`config.mk`:
```
export PLATFORM = sky130hd
export DESIGN_NAME = exception_commit
export DESIGN_NICKNAME = d
export VERILOG_FILES = /design/src/rtl/exception_commit_pkg.sv /design/src/rtl/exception_commit_int_synchronizer.sv /design/src/rtl/exception_commit.sv
export SDC_FILE = /design/constraint.sdc
export NUM_CORES = 1
export LEC_CHECK = 0
export BUFFER_PORTS_ARGS = -buffer_cell sky130_fd_sc_hd__buf_2
export CAP_MARGIN = 20
export CORE_UTILIZATION = 44
export CTS_BUF_LIST = sky130_fd_sc_hd__clkbuf_4 sky130_fd_sc_hd__clkbuf_8
export CTS_CLUSTER_DIAMETER = 50
export CTS_CLUSTER_SIZE = 10
export DETAILED_ROUTE_END_ITERATION = 16
export GPL_TIMING_DRIVEN = 0
export HOLD_SLACK_MARGIN = 0.02
export PLACE_DENSITY = 0.79
export SLEW_MARGIN = 20
export SYNTH_ARGS = -nofsm -noshare
export SYNTH_HDL_FRONTEND = slang
export SYNTH_HIERARCHICAL = 1
export SYNTH_SLANG_ARGS = --single-unit
```
`constraint.sdc`:
```
create_clock -name clk -period 3.4 [get_ports clk]
set_input_delay 0.51 -clock clk [delete_from_list [all_inputs] [get_ports clk]]
set_output_delay 0.51 -clock clk [all_outputs]
set_load 0.02 [all_outputs]
```
`src/rtl/exception_commit_pkg.sv`:
```
`default_nettype none
// ============================================================================
// Module      : exception_commit_pkg
// Description : Exception codes, CP0 register indices and FSM state encoding
//               shared by the exception commit block.
// Revision    : 1.0 - initial release
// ============================================================================
package exception_commit_pkg;

    localparam logic [4:0] EXC_INT  = 5'h00;
    localparam logic [4:0] EXC_ADEL = 5'h04;
    localparam logic [4:0] EXC_ADES = 5'h05;
    localparam logic [4:0] EXC_SYS  = 5'h08;
    localparam logic [4:0] EXC_BP   = 5'h09;
    localparam logic [4:0] EXC_RI   = 5'h0A;
    localparam logic [4:0] EXC_OV   = 5'h0C;

    localparam int CP0_BADVADDR_IDX = 8;
    localparam int CP0_STATUS_IDX   = 12;
    localparam int CP0_CAUSE_IDX    = 13;
    localparam int CP0_EPC_IDX      = 14;

    localparam logic [1:0] ST_IDLE     = 2'd0;
    localparam logic [1:0] ST_ENTRY    = 2'd1;
    localparam logic [1:0] ST_ERET_WR  = 2'd2;
    localparam logic [1:0] ST_REDIRECT = 2'd3;

    localparam logic [31:0] DEFAULT_EXC_VECTOR = 32'hBFC00380;

endpackage
`default_nettype wire

```
`src/rtl/exception_commit_int_synchronizer.sv`:
```
`default_nettype none
// ============================================================================
// Module      : int_synchronizer
// Description : SYNC_STAGES-deep per-bit flop chain for asynchronous
//               interrupt lines, cleared by asynchronous reset.
// Revision    : 1.0 - initial release
// ============================================================================
module int_synchronizer #(
    parameter int NBITS       = 6,
    parameter int SYNC_STAGES = 2
) (
    input  logic             clk,
    input  logic             rst,
    input  logic [NBITS-1:0] d,
    output logic [NBITS-1:0] q
);

    logic [NBITS-1:0] r_chain [SYNC_STAGES];

    generate
        for (genvar s = 0; s < SYNC_STAGES; s++) begin : g_stage
            if (s == 0) begin : g_first
                always_ff @(posedge clk or posedge rst) begin
                    if (rst) r_chain[0] <= '0;
                    else     r_chain[0] <= d;
                end
            end else begin : g_next
                always_ff @(posedge clk or posedge rst) begin
                    if (rst) r_chain[s] <= '0;
                    else     r_chain[s] <= r_chain[s-1];
                end
            end
        end
    endgenerate

    assign q = r_chain[SYNC_STAGES-1];

endmodule
`default_nettype wire

```
`src/rtl/exception_commit.sv`:
```
`default_nettype none
// ============================================================================
// Module      : exception_commit
// Description : Picks the winning exception/interrupt/ERET at commit, drives
//               the CP0 write sequence, flushes and redirects fetch.
// Revision    : 1.0 - initial release
// ============================================================================
module exception_commit
    import exception_commit_pkg::*;
#(
    parameter int               WIDTH       = 32,
    parameter logic [WIDTH-1:0] EXC_VECTOR  = WIDTH'(DEFAULT_EXC_VECTOR),
    parameter int               SYNC_STAGES = 2
) (
    input  logic             clk,
    input  logic             rst,
    input  logic [5:0]       ext_int,
    input  logic             commit_valid,
    input  logic [WIDTH-1:0] commit_pc,
    input  logic             commit_in_ds,
    input  logic             exc_adel_if,
    input  logic             exc_ri,
    input  logic             exc_ov,
    input  logic             exc_sys,
    input  logic             exc_bp,
    input  logic             exc_adel_ld,
    input  logic             exc_ades_st,
    input  logic [WIDTH-1:0] data_vaddr,
    input  logic             commit_eret,
    input  logic [WIDTH-1:0] status_in,
    input  logic [WIDTH-1:0] epc_in,
    output logic [WIDTH-1:0] cp0_we,
    output logic [4:0]       cp0_exc_code,
    output logic [WIDTH-1:0] cp0_epc,
    output logic [WIDTH-1:0] cp0_badaddr,
    output logic             cp0_bd,
    output logic             cp0_exl,
    output logic [5:0]       cp0_hw_int,
    output logic             flush,
    output logic             redirect_valid,
    output logic [WIDTH-1:0] redirect_pc,
    output logic             busy
);

    logic [1:0]       r_state;
    logic [1:0]       w_state_nxt;
    logic [4:0]       r_code;
    logic [WIDTH-1:0] r_epc;
    logic [WIDTH-1:0] r_badaddr;
    logic             r_bd;
    logic             r_addr_err;
    logic [WIDTH-1:0] r_redirect_pc;

    logic             w_int_pending;
    logic             w_any_exc;
    logic             w_accept;
    logic             w_take_exc;
    logic             w_take_eret;
    logic [4:0]       w_code;
    logic             w_addr_err;
    logic             w_unused_status;

    int_synchronizer #(
        .NBITS       (6),
        .SYNC_STAGES (SYNC_STAGES)
    ) u_int_sync (
        .clk (clk),
        .rst (rst),
        .d   (ext_int),
        .q   (cp0_hw_int)
    );

    assign w_unused_status = ^{status_in[WIDTH-1:16], status_in[9:2]};

    assign w_int_pending = status_in[0] & ~status_in[1] & (|(cp0_hw_int & status_in[15:10]));
    assign w_any_exc     = w_int_pending | exc_adel_if | exc_ri | exc_ov | exc_sys
                         | exc_bp | exc_adel_ld | exc_ades_st;
    // Gated by rst so flush cannot leak out combinationally while reset is held.
    assign w_accept      = ~rst & (r_state == ST_IDLE) & commit_valid;
    assign w_take_exc    = w_accept & w_any_exc;
    assign w_take_eret   = w_accept & commit_eret & ~w_any_exc;

    always_comb begin
        w_code     = EXC_ADES;
        w_addr_err = 1'b0;
        if (w_int_pending)    w_code = EXC_INT;
        else if (exc_adel_if) begin w_code = EXC_ADEL; w_addr_err = 1'b1; end
        else if (exc_ri)      w_code = EXC_RI;
        else if (exc_ov)      w_code = EXC_OV;
        else if (exc_sys)     w_code = EXC_SYS;
        else if (exc_bp)      w_code = EXC_BP;
        else if (exc_adel_ld) begin w_code = EXC_ADEL; w_addr_err = 1'b1; end
        else if (exc_ades_st) begin w_code = EXC_ADES; w_addr_err = 1'b1; end
    end

    always_ff @(posedge clk or posedge rst) begin
        if (rst) begin
            r_state       <= ST_IDLE;
            r_code        <= '0;
            r_epc         <= '0;
            r_badaddr     <= '0;
            r_bd          <= 1'b0;
            r_addr_err    <= 1'b0;
            r_redirect_pc <= '0;
        end else begin
            r_state <= w_state_nxt;
            if (w_take_exc) begin
                r_code     <= w_code;
                // Modulo subtraction: a delay slot at PC 0 wraps to the top.
                r_epc      <= commit_in_ds ? commit_pc - WIDTH'(4) : commit_pc;
                r_bd       <= commit_in_ds;
                r_badaddr  <= exc_adel_if ? commit_pc : data_vaddr;
                r_addr_err <= w_addr_err;
            end
            if (r_state == ST_ENTRY)   r_redirect_pc <= EXC_VECTOR;
            if (r_state == ST_ERET_WR) r_redirect_pc <= epc_in;
        end
    end

    always_comb begin
        w_state_nxt    = r_state;
        cp0_we         = '0;
        cp0_exc_code   = '0;
        cp0_epc        = '0;
        cp0_badaddr    = '0;
        cp0_bd         = 1'b0;
        cp0_exl        = 1'b0;
        flush          = 1'b0;
        redirect_valid = 1'b0;
        redirect_pc    = '0;
        case (r_state)
            ST_IDLE: begin
                if (w_take_exc) begin
                    flush       = 1'b1;
                    w_state_nxt = ST_ENTRY;
                end else if (w_take_eret) begin
                    flush       = 1'b1;
                    w_state_nxt = ST_ERET_WR;
                end
            end
            ST_ENTRY: begin
                cp0_we[CP0_STATUS_IDX] = 1'b1;
                cp0_we[CP0_CAUSE_IDX]  = 1'b1;
                cp0_we[CP0_EPC_IDX]    = 1'b1;
                cp0_exl                = 1'b1;
                cp0_exc_code           = r_code;
                cp0_epc                = r_epc;
                cp0_bd                 = r_bd;
                if (r_addr_err) begin
                    cp0_we[CP0_BADVADDR_IDX] = 1'b1;
                    cp0_badaddr              = r_badaddr;
                end
                flush       = 1'b1;
                w_state_nxt = ST_REDIRECT;
            end
            ST_ERET_WR: begin
                cp0_we[CP0_STATUS_IDX] = 1'b1;
                flush                  = 1'b1;
                w_state_nxt            = ST_REDIRECT;
            end
            ST_REDIRECT: begin
                redirect_valid = 1'b1;
                redirect_pc    = r_redirect_pc;
                w_state_nxt    = ST_IDLE;
            end
            default: w_state_nxt = ST_IDLE;
        endcase
    end

    assign busy = (r_state != ST_IDLE);

endmodule
`default_nettype wire

```
# Word level (Yosys, flattened, before mapping)
# Cells that the tools add are included.
# word_totals
n_memories	0
latch_bits	0
output_inout_bits	144
wordCells	74
register_bits	117
mem_bits_ro	0
mem_bits_rw	0
# classes
n_eq_ne	4
reduce_logical	5
n_addsub	1
muxes	37
n_div	0
shifts	0
multipliers	0
order_cmp	0
n_bitwise	18
# op_table
operator	n
$mux 32	8
$sub 32x3->32 const B	1
$mux 4	6
$mux 1	17
$and 1x1->1	7
$or 1x1->1	7
$and 6x6->6	1
$mux 2	3
$pmux 2 s3	1
$reduce_or 6->1	1
$mux 5	1
$eq 2x2->1 const B	2
$reduce_bool 2->1	2
$ne 3x3->1 const B	1
$not 1->1	3
$eq 2x1->1 const B	1
$logic_not 2->1	1
$pmux 1 s2	1
$reduce_or 2->1	1

# Depth between registers and ports, before layout
# Gate-level depths: netlist (run 1).
# depth
ltp_word	15
mapped_depth	8
mapped_depth_nobuf	7

# Cells and area by module
# The synthesis (run 1) kept the hierarchy.
# modules_own_cells
module	seq_area_each_um2	cells_each	area_each_um2	n_inst
exception_commit	2602.5	662	5865.6	1
int_synchronizer	300.3	19	349.1	1

# Worst setup path before layout (run 1)
# No wires, ideal clock.
# synth_timing
path_kind	in2reg
from	in rst
to	reg r_code[3]
arrival_time_ps	3328
n_path_buf	0
path_stages	3
setup_time_ps	122
path_slack_ps	-50
path_cell_list	inv_1 > nand3_1 > a22o_1
# synth_via
elab_chain_cells	4
# synth_lines
item	line	rtl
start: declaration	exception_commit.sv:16	input logic rst,
$not 1->1	exception_commit.sv:79	assign w_accept = ~rst & (r_state == ST_IDLE) & commit_valid;
$and 1x1->1 (2 in series)	exception_commit.sv:79	
$and 1x1->1	exception_commit.sv:80	assign w_take_exc = w_accept & w_any_exc;
end signal: assignment	exception_commit.sv:108	r_code <= w_code;
end: declaration	exception_commit.sv:47	logic [4:0] r_code;
# Every way passes these cells.
# A chain may end at the register's enable or synchronous reset.

# Final worst setup path (run 1)
# layout_timing
from	reg r_state[1]
to	out flush
# layout_via
elab_chain_cells	8
elab_cells_between_ends	12
cone_classes	eq/ne: 2; mux: 3; bitwise: 5; reduce/logical: 2
# layout_lines
item	line	rtl
start: declaration	exception_commit.sv:45	logic [1:0] r_state;
start signal: assignment	exception_commit.sv:106	r_state <= w_state_nxt;
$logic_not 2->1	exception_commit.sv:79, exception_commit.sv:131	
$and 1x1->1 (2 in series)	exception_commit.sv:79	
$and 1x1->1 (2 in series)	exception_commit.sv:81	assign w_take_eret = w_accept & commit_eret & ~w_any_exc;
$mux 1	exception_commit.sv:136	end else if (w_take_eret) begin
$mux 1	exception_commit.sv:133	if (w_take_exc) begin
$pmux 1 s2 *	exception_commit.sv:131	case (r_state)
end: declaration	exception_commit.sv:39	output logic flush,
# Every way passes the cells marked *; elsewhere a longest branch is shown, timed or not.

==> results_tabular.tex, run 1 <==
\begin{tabular}{lr}
\hline
Metric & Value \\
\hline
\multicolumn{2}{l}{\textbf{Placed design}} \\
Detailed placer's ending HPWL & 13400 um \\
Cell area after placement & 0.00778 sq mm \\
I/O Buffers & 235 \\
Pre-CTS setup slack & 772 ps \\
Placer Congestion & 0.828 \\
\multicolumn{2}{l}{\textbf{GRT}} \\
Met3 track demand over resource in global routing & 0.0745 \\
Total overflow reported by the global router & 0 \\
Global router's overall resource usage & 0.254 \\
Number of global-route vias before repair & 5526 \\
Number of antenna violations at the first check in global routing & 0 \\
First-pass GRT wire length & 28100 um \\
Met1 track demand over resource in global routing & 0.303 \\
Global-route track usage on met2 & 0.430 \\
Pin count of the biggest net entering global routing & 34 \\
Most utilized layer in the global route result & met2 \\
\multicolumn{2}{l}{\textbf{Critical path}} \\
Count of cells along the worst register-to-register path & 6 \\
Crit path launch type & flop \\
Capture point of the worst reg-to-reg path & r\_badaddr[29] \\
Worst setup EP type & output pin \\
Register-to-register setup slack & 1080 ps \\
Longest individual stage delay on the worst path & 460 ps \\
Chain of cells forming the critical path & inv\_1 > ha\_1 > clkbuf\_1 > clkbuf\_1 > a21oi\_1 > nor2\_1 > buf\_2 \\
Class of the most critical setup path & flop to output pin \\
Critical path's slowest cell & sky130\_fd\_sc\_hd\_\_clkbuf\_1 \\
CP most frequent cell & sky130\_fd\_sc\_hd\_\_clkbuf\_1 \\
Worst-path fanout max & 10 \\
Endpoint arrival time on the critical path & 2320 ps \\
Critical Path RT & 2890 ps \\
R2r startpoint & u\_int\_sync/q[1] \\
\multicolumn{2}{l}{\textbf{Logic synthesis}} \\
Mean Syn Cell Area & 9.13 sq um \\
Share of the synthesized area in the top cell type & 0.467 \\
Fraction of the yosys area taken by sequential cells & 0.467 \\
Share of synthesized area spent on multiplexers & 0.0588 \\
Post-synthesis instance total & 681 \\
Share of synthesized flip-flops with an asynchronous set or reset & 1.00 \\
Number of flip-flops and latches in the synthesized netlist & 116 \\
Post-Syn Area & 0.00621 sq mm \\
Cell taking the most area after synthesis & sky130\_fd\_sc\_hd\_\_dfrtp\_1 \\
Most frequently used flop master after synthesis & sky130\_fd\_sc\_hd\_\_dfrtp\_1 \\
Synth Area in Compound Gates & 0.0970 \\
Simple-gate share of the synthesized area & 0.234 \\
Dominant combinational cell family by area after synthesis & simple AND/OR/NAND/NOR gates \\
Unique cell type count in the Yosys netlist & 42 \\
Count of flip-flops with a built-in enable after synthesis & 0 \\
Leading post-synthesis cells by cell area & sky130\_fd\_sc\_hd\_\_dfrtp\_1 47\%, sky130\_fd\_sc\_hd\_\_and2\_1 7.1\%, sky130\_fd\_sc\_hd\_\_o21ai\_0 6.5\% \\
Yosys warnings & 6 \\
Area share of xor/xnor cells in the synthesized design & 0.0409 \\
Adder-cell share of the synthesized area & 0.0101 \\
\multicolumn{2}{l}{\textbf{Clocking}} \\
CTS tree & yes \\
Number of cells upsized or downsized after cts & 0 \\
Number of buffers inserted by post-CTS setup repair & 0 \\
Cell at the root of the clock tree & sky130\_fd\_sc\_hd\_\_clkbuf\_8 \\
Clock edge transition at the registers on the reported setup and hold paths & 80 ps \\
CTS H-tree lvls & 4 \\
Total clock sinks & 116 \\
Total clock buffers created by CTS & 17 \\
Later-pin clock latency in the skew report & 460 ps \\
Maximum buffer depth of the clock tree & 2 \\
Number of buffers inserted by hold repair at cts & 0 \\
\multicolumn{2}{l}{\textbf{Routing}} \\
Number of nets still failing antenna checks after routing & 0 \\
Per-cell routed wire length & 15.1 um \\
Via-per-instance ratio & 4.88 \\
Detailed-route wire length & 17500 um \\
Drt first pass iters & 4 \\
Final routed DRC violation total & 0 \\
Initial DRC count & 255 \\
Total via count in the routed design & 5648 \\
\multicolumn{2}{l}{\textbf{Power and ir drop}} \\
Leak Pwr & 4.34 nW \\
Peak VDD IR & 0.349 mV \\
Power per Cell Area & 726 mW/mm\^{}2 \\
\multicolumn{2}{l}{\textbf{Cells and area}} \\
Most frequent cells in the layout & 241 x sky130\_fd\_sc\_hd\_\_buf\_2, 116 x sky130\_fd\_sc\_hd\_\_dfrtp\_1, 90 x sky130\_fd\_sc\_hd\_\_nand2\_1, 81 x sky130\_fd\_sc\_hd\_\_o21ai\_0, 71 x sky130\_fd\_sc\_hd\_\_and2\_1 \\
Area of the multi-input gates & 0.00285 sq mm \\
Storage element area & 0.00290 sq mm \\
Most common cell after layout, fill and taps aside & sky130\_fd\_sc\_hd\_\_buf\_2 \\
Area overhead of the layout relative to synthesis & 31.1\% \\
Number of fill cells & 1302 \\
Final cell area excluding filler cells & 0.00815 sq mm \\
Number of nets at the end of the flow & 1117 \\
Layout cell share with drive strength beyond 1 & 0.337 \\
Antenna diode instance count & 0 \\
\multicolumn{2}{l}{\textbf{STA}} \\
Fmax & 353 MHz \\
Period Utilization, post-route & 0.834 \\
Worst slew margin relative to its limit & 0.449 \\
Slew Viols, Final & 0 \\
Number of hold-slack violations in the final timing report & 0 \\
Final worst clock skew & 13.8 ps \\
Period minus WS final & 2830 ps \\
Worst-Margin Slew & 827 ps \\
Unrepaired setup endpoints after global routing & false \\
Slack of the critical path & 565 ps \\
Setup-failing EPs final & 0 \\
Final total negative setup slack & 0 ps \\
\multicolumn{2}{l}{\textbf{Floorplanning}} \\
Area of the core & 0.0138 sq mm \\
Site Rows & 43 \\
DIE HEIGHT & 121 um \\
Width of the die & 121 um \\
Area of the die & 0.0146 sq mm \\
Initial Utilization & 0.449 \\
Top-level port count & 290 \\
\multicolumn{2}{l}{\textbf{Min path}} \\
Type of the tightest min-delay check & input port to asynchronous set/reset pin \\
\multicolumn{2}{l}{\textbf{Status}} \\
Outcome & complete, no violations \\
\multicolumn{2}{l}{\textbf{Job}} \\
Maxcap violations & 0 \\
\hline
\end{tabular}
layer usage:
layer,up-vias,part of all wire
met2,209,0.50
met1,2643,0.41
li1,2763,-
met5,-,0
met3,33,0.065
met4,0,0.024
synth_stat cells, types with 2 or more instances:
cell,number
sky130_fd_sc_hd__dfrtp_1,116
sky130_fd_sc_hd__nand2_1,90
sky130_fd_sc_hd__o21ai_0,81
sky130_fd_sc_hd__and2_1,71
sky130_fd_sc_hd__buf_4,37
sky130_fd_sc_hd__inv_1,36
sky130_fd_sc_hd__clkbuf_1,34
sky130_fd_sc_hd__and3_1,32
sky130_fd_sc_hd__mux2i_1,32
sky130_fd_sc_hd__nor2_1,27
sky130_fd_sc_hd__xnor2_1,22
sky130_fd_sc_hd__nand3_1,15
sky130_fd_sc_hd__nor3_1,15
sky130_fd_sc_hd__a31oi_1,8
sky130_fd_sc_hd__nor4_1,7
sky130_fd_sc_hd__xor2_1,7
sky130_fd_sc_hd__buf_2,6
sky130_fd_sc_hd__ha_1,5
sky130_fd_sc_hd__mux2_2,4
sky130_fd_sc_hd__o22a_1,4
sky130_fd_sc_hd__a22oi_1,3
sky130_fd_sc_hd__o21ai_1,3
sky130_fd_sc_hd__o21ai_2,3
sky130_fd_sc_hd__or3_1,3
sky130_fd_sc_hd__a21oi_1,2
sky130_fd_sc_hd__nand4_2,2
worst max-delay path, delay by kind of cell, from the launching register on:
family | cells | cell delay [ps]
fa+ha+maj | 1 | 290
simple gates | 1 | 120
buf+inv | 4 | 1000
flops | 1 | 390
compound gates | 1 | 80
worst max-delay path by stage:
stage	slack, ps	from	endpoint	depth (start not counted)
3_5_place_dp	770	exc_ri	r_badaddr[1]	8
3_3_place_gp	-410	rst	r_code[3]	5
5_1_grt	360	r_state[0]	flush	7
2_1_floorplan	560	rst	r_code[3]	4
4_1_cts	530	r_state[0]	flush	7
6_report	570	r_state[1]	flush	7
final cells by class:
class                           count  share of cell area
Clock inverter                     10              0.0101
Clock buffer                       21              0.0347
Multi-Input combinational cell    480               0.349
Timing Repair Buffer              238               0.152
Tap cell                          180              0.0276
Inverter                           36              0.0170
Buffer                             77              0.0534
Sequential cell                   116               0.356
power breakdown:
part           internal [mW]  switching (mW)
clock network          0.629           0.562
registers               1.87           0.234
logic                  0.894            1.73
state kept, by name (all words and copies together) (netlist names):
| signal | count |
|---|---|
| u_int_sync/r_chain | 6 |
| r_code | 4 |
| r_badaddr | 32 |
| r_bd | 1 |
| u_int_sync/q | 6 |
| r_epc | 32 |
| r_addr_err | 1 |
| r_redirect_pc | 32 |
| r_state | 2 |
metrics by stage:
stage,total power [mW],hold slack [ps],util,cells
floorplan,3.80,331,-,709
finish,5.92,84.5,0.589,1158
global route,6.36,87.5,0.589,1158
CTS,5.96,80.1,0.589,1158
global placement,4.68,331,0.559,1124
detailed placement,4.76,335,0.563,1127
logic make-up after synthesis:
group / after synthesis
muxes: 36
AOI/OAI and AO/OA: 108
buffers and inverters: 113
xor gates and xnor gates: 29
and+or+nand+nor: 273
DFF: 116
adders and majority gates: 5
other: 1
(Power assumes the default switching activity.)
==> run 2: changes to the inputs <==
--- a/config.mk
+++ b/config.mk
@@ -7,14 +7,14 @@
 export LEC_CHECK = 0
 export BUFFER_PORTS_ARGS = -buffer_cell sky130_fd_sc_hd__buf_2
 export CAP_MARGIN = 20
-export CORE_UTILIZATION = 44
+export CORE_UTILIZATION = 49
 export CTS_BUF_LIST = sky130_fd_sc_hd__clkbuf_4 sky130_fd_sc_hd__clkbuf_8
 export CTS_CLUSTER_DIAMETER = 50
 export CTS_CLUSTER_SIZE = 10
 export DETAILED_ROUTE_END_ITERATION = 16
 export GPL_TIMING_DRIVEN = 0
 export HOLD_SLACK_MARGIN = 0.02
-export PLACE_DENSITY = 0.79
+export PLACE_DENSITY = 0.84
 export SLEW_MARGIN = 20
 export SYNTH_ARGS = -nofsm -noshare
 export SYNTH_HDL_FRONTEND = slang
==> constraint.sdc (replaced) <==
create_clock -name clk -period 3 [get_ports clk]
set_input_delay 0.45 -clock clk [delete_from_list [all_inputs] [get_ports clk]]
set_output_delay 0.45 -clock clk [all_outputs]
set_load 0.02 [all_outputs]
==> run 2 against run 1 <==
- wire length is 0.11% higher
- via count is 2.5% higher
- flip-flop and latch count stayed put
- die area is 10% lower
- critical path type unchanged
- design area is 1.4% higher
- hold slack worse by 34 ps
- combinational power is 13% higher
==> results_tabular.tex, run 2 (same netlist as run 1, synthesis figures left out) <==
\begin{tabular}{lr}
\hline
Metric & Value \\
\hline
\multicolumn{2}{l}{\textbf{Status}} \\
Outcome & complete, no violations \\
\multicolumn{2}{l}{\textbf{Power and ir drop}} \\
Comb pwr share & 0.415 (-0.029) \\
Net Switching & 2.87 mW (+14\%) \\
Total power & 7.13 mW (+20\%) \\
Switching part of the total & 0.403 (-0.0243) \\
Peak VDD IR & 0.407 mV (+17\%) \\
Internal power & 4.26 mW (+26\%) \\
Leak Pwr & 4.40 nW (+1.3\%) \\
Power per Cell Area & 863 mW/mm\^{}2 (+19\%) \\
Clock network power share & 0.250 (+0.049) \\
Sequential Power Share & 0.336 (-0.019) \\
\multicolumn{2}{l}{\textbf{GRT}} \\
Number of antenna violations at the first check in global routing & 0 (unchanged) \\
First-pass GRT wire length & 27200 um (-3.2\%) \\
Pin count of the biggest net entering global routing & 35 (+2.9\%) \\
Global router's overall resource usage & 0.274 (+0.0202) \\
Total overflow reported by the global router & 0 (unchanged) \\
Number of global-route vias before repair & 5513 (-0.24\%) \\
\multicolumn{2}{l}{\textbf{STA}} \\
Final worst clock skew & 13.0 ps (-0.858 ps) \\
Worst slew margin relative to its limit & 0.468 (+0.0189) \\
Number of hold-slack violations in the final timing report & 0 (unchanged) \\
Final total negative setup slack & 0 ps (unchanged) \\
Period minus WS final & 2700 ps \\
Period Utilization, post-route & 0.901 \\
Setup-failing EPs final & 0 (unchanged) \\
Slack of the critical path & 298 ps (-267 ps) \\
Worst hold slack across all endpoints & 50.9 ps (-33.7 ps) \\
Unrepaired setup endpoints after global routing & false \\
Worst-Margin Slew & 799 ps (-28.4 ps) \\
Slew Viols, Final & 0 (unchanged) \\
Fmax & 370 MHz \\
\multicolumn{2}{l}{\textbf{Clocking}} \\
Total clock buffers created by CTS & 17 (unchanged) \\
Cell at the root of the clock tree & sky130\_fd\_sc\_hd\_\_clkbuf\_8 \\
CTS tree & yes \\
Number of cells upsized or downsized after cts & 0 (unchanged) \\
Maximum buffer depth of the clock tree & 2 (unchanged) \\
Clock edge transition at the registers on the reported setup and hold paths & 70 ps (about the same) \\
CTS H-tree lvls & 4 (unchanged) \\
Number of buffers inserted by hold repair at cts & 0 (unchanged) \\
Later-pin clock latency in the skew report & 430 ps (-30 ps) \\
Total clock sinks & 116 (unchanged) \\
Number of buffers inserted by post-CTS setup repair & 0 (unchanged) \\
\multicolumn{2}{l}{\textbf{Placed design}} \\
I/O Buffers & 235 (unchanged) \\
Cell area after placement & 0.00777 sq mm (-0.19\%) \\
Pre-CTS setup slack & 551 ps (-221 ps) \\
Post-Place Cells & 1115 (-1.1\%) \\
Detailed placer's ending HPWL & 13200 um (-1.2\%) \\
Placer Congestion & 0.862 (+4.1\%) \\
\multicolumn{2}{l}{\textbf{Routing}} \\
Drt first pass iters & 4 (unchanged) \\
Total via count in the routed design & 5791 (+2.5\%) \\
Per-cell routed wire length & 15.3 um (+1.1\%) \\
Number of nets still failing antenna checks after routing & 0 (unchanged) \\
Initial DRC count & 317 (+24\%) \\
Final routed DRC violation total & 0 (unchanged) \\
Via-per-instance ratio & 5.05 (+3.5\%) \\
Detailed-route wire length & 17500 um (+0.11\%) \\
\multicolumn{2}{l}{\textbf{Critical path}} \\
Crit path launch type & flop \\
Critical Path RT & 2550 ps (-340 ps) \\
Endpoint arrival time on the critical path & 2250 ps (-70 ps) \\
Longest individual stage delay on the worst path & 500 ps (+40 ps) \\
Class of the most critical setup path & flop to output pin \\
Critical path's slowest cell & sky130\_fd\_sc\_hd\_\_ha\_1 \\
Worst-path fanout max & 10 (unchanged) \\
Worst setup EP type & output pin \\
Chain of cells forming the critical path & inv\_1 > ha\_1 > clkbuf\_1 > and2\_1 > buf\_2 \\
\multicolumn{2}{l}{\textbf{Cells and area}} \\
Final cell area excluding filler cells & 0.00827 sq mm (+1.4\%) \\
Number of cells in the finished layout apart from fillers & 1147 (-0.95\%) \\
Most common cell after layout, fill and taps aside & sky130\_fd\_sc\_hd\_\_buf\_2 \\
Antenna diode instance count & 0 (unchanged) \\
Number of nets at the end of the flow & 1117 (unchanged) \\
Most frequent cells in the layout & 241 x sky130\_fd\_sc\_hd\_\_buf\_2, 116 x sky130\_fd\_sc\_hd\_\_dfrtp\_1, 90 x sky130\_fd\_sc\_hd\_\_nand2\_1, 81 x sky130\_fd\_sc\_hd\_\_o21ai\_0, 71 x sky130\_fd\_sc\_hd\_\_and2\_1 \\
Area overhead of the layout relative to synthesis & 33.0\% \\
Utilization after layout & 0.677 (+0.0874) \\
Largest registers & r\_badaddr x32, r\_epc x32, r\_redirect\_pc x32 \\
Layout cell share with drive strength beyond 1 & 0.338 (+0.000677) \\
Number of fill cells & 1051 (-19\%) \\
\multicolumn{2}{l}{\textbf{Min path}} \\
Type of the tightest min-delay check & input port to asynchronous set/reset pin \\
\multicolumn{2}{l}{\textbf{Floorplanning}} \\
Initial Utilization & 0.509 (+0.0595) \\
Site Rows & 40 (-7.0\%) \\
Area of the core & 0.0122 sq mm (-12\%) \\
DIE HEIGHT & 115 um (-5.2\%) \\
Top-level port count & 290 (unchanged) \\
Width of the die & 115 um (-5.2\%) \\
Area of the die & 0.0131 sq mm (-10\%) \\
\multicolumn{2}{l}{\textbf{Job}} \\
Maxcap violations & 0 (unchanged) \\
\hline
\end{tabular}
run 2: critical path: cells and delay by family, from the launching register on:
family | cells | cell delay (ps)
adders and majority gates | 1 | 500
buffers and inverters | 3 | 680
DFF | 1 | 410
and+or+nand+nor | 1 | 230
run 2: power by group through the flow:
stage | logic, mW | registers [mW] | clock network [mW]
2_1_floorplan | 1.99 | 2.32 | 0
3_3_place_gp | 2.88 | 2.38 | 0
3_5_place_dp | 2.95 | 2.41 | 0
4_1_cts | 2.97 | 2.39 | 1.80
5_1_grt | 3.25 | 2.46 | 1.89
6_report | 2.96 | 2.39 | 1.78
run 2: path summary, 6_finish.rpt:
check | end | cells past startpoint | startpoint | slack [ps]
max in group asynchronous | r_epc[4] | 3 | rst | 2410
max reg2reg | r_epc[20] | 8 | u_int_sync/q[0] | 730
max | cp0_epc[20] | 5 | r_state[1] | 300
min in group clk | u_int_sync/r_chain[6] | 1 | ext_int[0] | 120
min | u_int_sync/r_chain[7] | 2 | rst | 50
min reg2reg | u_int_sync/q[2] | 0 | u_int_sync/r_chain[8] | 360
run 2: final cells by class:
class	count	area, sq um	area share
Inverter	36	139	0.0168
Clock buffer	20	269	0.0325
Buffer	77	435	0.0527
Sequential cell	116	2900	0.351
Multi-Input combinational cell	480	2850	0.344
Tap cell	168	210	0.0254
Timing Repair Buffer	238	1240	0.150
Clock inverter	12	226	0.0274
run 2: metal layers:
metal | GRT usage | share of wire | wire, um | vias to the layer above
met5 | 0 | 0 | 0 | -
met4 | 0.114 | 0.027 | 471 | 0
met3 | 0.0482 | 0.051 | 889 | 37
met2 | 0.465 | 0.49 | 8680 | 217
met1 | 0.347 | 0.43 | 7510 | 2767
li1 | - | - | - | 2770
==> run 3: changes to the inputs <==
--- a/config.mk
+++ b/config.mk
@@ -7,6 +7,7 @@
 export LEC_CHECK = 0
 export BUFFER_PORTS_ARGS = -buffer_cell sky130_fd_sc_hd__buf_2
 export CAP_MARGIN = 20
+export CORE_MARGIN = 2
 export CORE_UTILIZATION = 49
 export CTS_BUF_LIST = sky130_fd_sc_hd__clkbuf_4 sky130_fd_sc_hd__clkbuf_8
 export CTS_CLUSTER_DIAMETER = 50
@@ -14,6 +15,7 @@
 export DETAILED_ROUTE_END_ITERATION = 16
 export GPL_TIMING_DRIVEN = 0
 export HOLD_SLACK_MARGIN = 0.02
+export MAX_ROUTING_LAYER = met4
 export PLACE_DENSITY = 0.84
 export SLEW_MARGIN = 20
 export SYNTH_ARGS = -nofsm -noshare
==> run 3 against run 2 <==
- sequential power is essentially flat
- global-route usage up 0.19 points
- design area down 0.44%
- non-clock buffer count up 1
- hold slack improved by 20 ps
- combinational power about the same
- count of clock-buffer cells in the layout rose by 3
- register-to-register slack worse by 20 ps
- highest routed layer unchanged
==> results_tabular.tex, run 3 (same netlist as run 1, synthesis figures left out) <==
\begin{tabular}{lr}
\hline
Metric & Value \\
\hline
\multicolumn{2}{l}{\textbf{Routing}} \\
Per-cell routed wire length & 15.6 um (+2.0\%) \\
Drt first pass iters & 5 (+1) \\
Final routed DRC violation total & 0 (unchanged) \\
Number of nets still failing antenna checks after routing & 0 (unchanged) \\
Via-per-instance ratio & 4.92 (-2.6\%) \\
Initial DRC count & 296 (-6.6\%) \\
Detailed-route wire length & 18000 um (+2.4\%) \\
Total via count in the routed design & 5666 (-2.2\%) \\
\multicolumn{2}{l}{\textbf{Critical path}} \\
Class of the most critical setup path & flop to output pin \\
Worst setup EP type & output pin \\
Critical path buffers and inverters & 4 (+1) \\
R2r startpoint & u\_int\_sync/q[2] \\
Worst-path fanout max & 10 (unchanged) \\
Endpoint arrival time on the critical path & 2320 ps (+70 ps) \\
Critical path's slowest cell & sky130\_fd\_sc\_hd\_\_dfrtp\_1 \\
Critical Path RT & 2550 ps (about the same) \\
Longest individual stage delay on the worst path & 400 ps (-100 ps) \\
Crit path launch type & flop \\
Critical Path Start & r\_state[0] \\
Chain of cells forming the critical path & inv\_1 > ha\_1 > clkbuf\_1 > clkbuf\_1 > a21oi\_1 > nor2\_1 > buf\_2 \\
CP most frequent cell & sky130\_fd\_sc\_hd\_\_clkbuf\_1 \\
Critical path's top delay family & buffers and inverters \\
\multicolumn{2}{l}{\textbf{Cells and area}} \\
Number of cells in the finished layout apart from fillers & 1152 (+0.44\%) \\
Number of fill cells & 1098 (+4.5\%) \\
Storage element area & 0.00290 sq mm (unchanged) \\
Largest registers & r\_badaddr x32, r\_epc x32, r\_redirect\_pc x32 \\
Area of the multi-input gates & 0.00285 sq mm (unchanged) \\
Final cell area excluding filler cells & 0.00823 sq mm (-0.44\%) \\
Most frequent cells in the layout & 241 x sky130\_fd\_sc\_hd\_\_buf\_2, 116 x sky130\_fd\_sc\_hd\_\_dfrtp\_1, 90 x sky130\_fd\_sc\_hd\_\_nand2\_1, 81 x sky130\_fd\_sc\_hd\_\_o21ai\_0, 71 x sky130\_fd\_sc\_hd\_\_and2\_1 \\
Layout cell share with drive strength beyond 1 & 0.339 (+0.000675) \\
Area overhead of the layout relative to synthesis & 32.4\% \\
Number of nets at the end of the flow & 1118 (+0.090\%) \\
Most common cell after layout, fill and taps aside & sky130\_fd\_sc\_hd\_\_buf\_2 \\
Antenna diode instance count & 0 (unchanged) \\
\multicolumn{2}{l}{\textbf{STA}} \\
Worst-Margin Slew & 879 ps (+80.2 ps) \\
Worst slew margin relative to its limit & 0.414 (-0.0535) \\
Setup-failing EPs final & 0 (unchanged) \\
Slew Viols, Final & 0 (unchanged) \\
Number of hold-slack violations in the final timing report & 0 (unchanged) \\
Period Utilization, post-route & 0.923 (+0.0225) \\
Unrepaired setup endpoints after global routing & false \\
Fmax & 361 MHz (-2.4\%) \\
Period minus WS final & 2770 ps (+67.6 ps) \\
Final worst clock skew & 9.54 ps (-3.42 ps) \\
\multicolumn{2}{l}{\textbf{Floorplanning}} \\
Initial Utilization & 0.497 (-0.0124) \\
Width of the die & 117 um (+1.7\%) \\
DIE HEIGHT & 117 um (+1.7\%) \\
Area of the die & 0.0136 sq mm (+3.5\%) \\
Top-level port count & 290 (unchanged) \\
Area of the core & 0.0125 sq mm (+2.5\%) \\
Site Rows & 41 (+2.5\%) \\
\multicolumn{2}{l}{\textbf{Clocking}} \\
Total clock sinks & 116 (unchanged) \\
Number of buffers inserted by post-CTS setup repair & 0 (unchanged) \\
CTS H-tree lvls & 4 (unchanged) \\
Cell at the root of the clock tree & sky130\_fd\_sc\_hd\_\_clkbuf\_8 \\
Number of cells upsized or downsized after cts & 0 (unchanged) \\
Total clock buffers created by CTS & 17 (unchanged) \\
CTS tree & yes \\
Maximum buffer depth of the clock tree & 2 (unchanged) \\
Later-pin clock latency in the skew report & 420 ps (about the same) \\
Number of buffers inserted by hold repair at cts & 0 (unchanged) \\
Clock edge transition at the registers on the reported setup and hold paths & 70 ps (about the same) \\
\multicolumn{2}{l}{\textbf{GRT}} \\
Global router's overall resource usage & 0.276 (+0.00185) \\
Number of global-route vias before repair & 5551 (+0.69\%) \\
First-pass GRT wire length & 27700 um (+1.8\%) \\
Pin count of the biggest net entering global routing & 26 (-26\%) \\
Total overflow reported by the global router & 0 (unchanged) \\
Number of antenna violations at the first check in global routing & 0 (unchanged) \\
\multicolumn{2}{l}{\textbf{Job}} \\
Maxcap violations & 0 (unchanged) \\
\multicolumn{2}{l}{\textbf{Power and ir drop}} \\
Switching part of the total & 0.417 (+0.0142) \\
Sequential Power Share & 0.346 (+0.010) \\
Net Switching & 2.89 mW (+0.54\%) \\
Leak Pwr & 4.39 nW (-0.12\%) \\
Internal power & 4.04 mW (-5.2\%) \\
Clock network power share & 0.221 (-0.029) \\
Peak VDD IR & 0.394 mV (-3.1\%) \\
Power per Cell Area & 842 mW/mm\^{}2 (-2.4\%) \\
Comb pwr share & 0.432 (+0.017) \\
\multicolumn{2}{l}{\textbf{Placed design}} \\
I/O Buffers & 235 (unchanged) \\
Detailed placer's ending HPWL & 13800 um (+4.0\%) \\
Post-Place Cells & 1120 (+0.45\%) \\
Cell area after placement & 0.00781 sq mm (+0.52\%) \\
Placer Congestion & 0.859 (-0.35\%) \\
\multicolumn{2}{l}{\textbf{Min path}} \\
Type of the tightest min-delay check & input port to asynchronous set/reset pin \\
\multicolumn{2}{l}{\textbf{Status}} \\
Outcome & complete, no violations \\
\hline
\end{tabular}
==> run 3: metal layers <==
metal / track usage / part of all wire / vias to the layer above
met5: - / 0 / -
met4: 0.104 / 0.021 / 0
met3: 0.0576 / 0.065 / 32
met2: 0.459 / 0.50 / 217
met1: 0.334 / 0.42 / 2645
li1: - / - / 2772
==> run 3: final timing paths <==
check                                          to  slack, ps  cells after the start
setup / recovery                            flush        230                      7
hold / removal             u_int_sync/r_chain[11]         70                      2
setup reg to reg                        r_epc[18]        710                      8
hold reg to reg                   u_int_sync/q[1]        350                      0
max in group asynchronous                r_epc[5]       2210                      4
min in group clk           u_int_sync/r_chain[11]        140                      1
==> run 3: through the flow <==
stage / worst slack, ps / power (mW) / utilization / TNS, ps / hold WS [ps]
6_report: 230 / 6.93 / 0.657 / 0 / 71.3
5_1_grt: 33.7 / 7.42 / 0.657 / 0 / 67.0
4_1_cts: 230 / 6.95 / 0.657 / 0 / 57.6
3_5_place_dp: 417 / 5.41 / 0.624 / 0 / 335
3_3_place_gp: -707 / 5.30 / 0.616 / -1330 / 331
2_1_floorplan: 224 / 4.31 / - / 0 / 315
==> run 3: cell type report <==
type | count | share of cell area
Sequential cell | 116 | 0.353
Multi-Input combinational cell | 480 | 0.346
Timing Repair Buffer | 239 | 0.154
Buffer | 77 | 0.0529
Clock buffer | 23 | 0.0354
Tap cell | 172 | 0.0262
Inverter | 36 | 0.0169
Clock inverter | 9 | 0.0155
==> run 3: worst register-to-register path, delay by kind of cell (launching register included) <==
family	cells	cell delay, ps
flops	1	360
buf+inv	3	770
simple gates	1	90
compound gates	4	980
==> run 3: power groups by stage <==
stage / registers (mW) / clock network, mW / logic [mW]
after floorplan: 2.32 / 0 / 1.99
after global placement: 2.38 / 0 / 2.91
after detailed placement: 2.42 / 0 / 3.00
after CTS: 2.39 / 1.55 / 3.01
after global routing: 2.46 / 1.64 / 3.32
final: 2.40 / 1.53 / 2.99
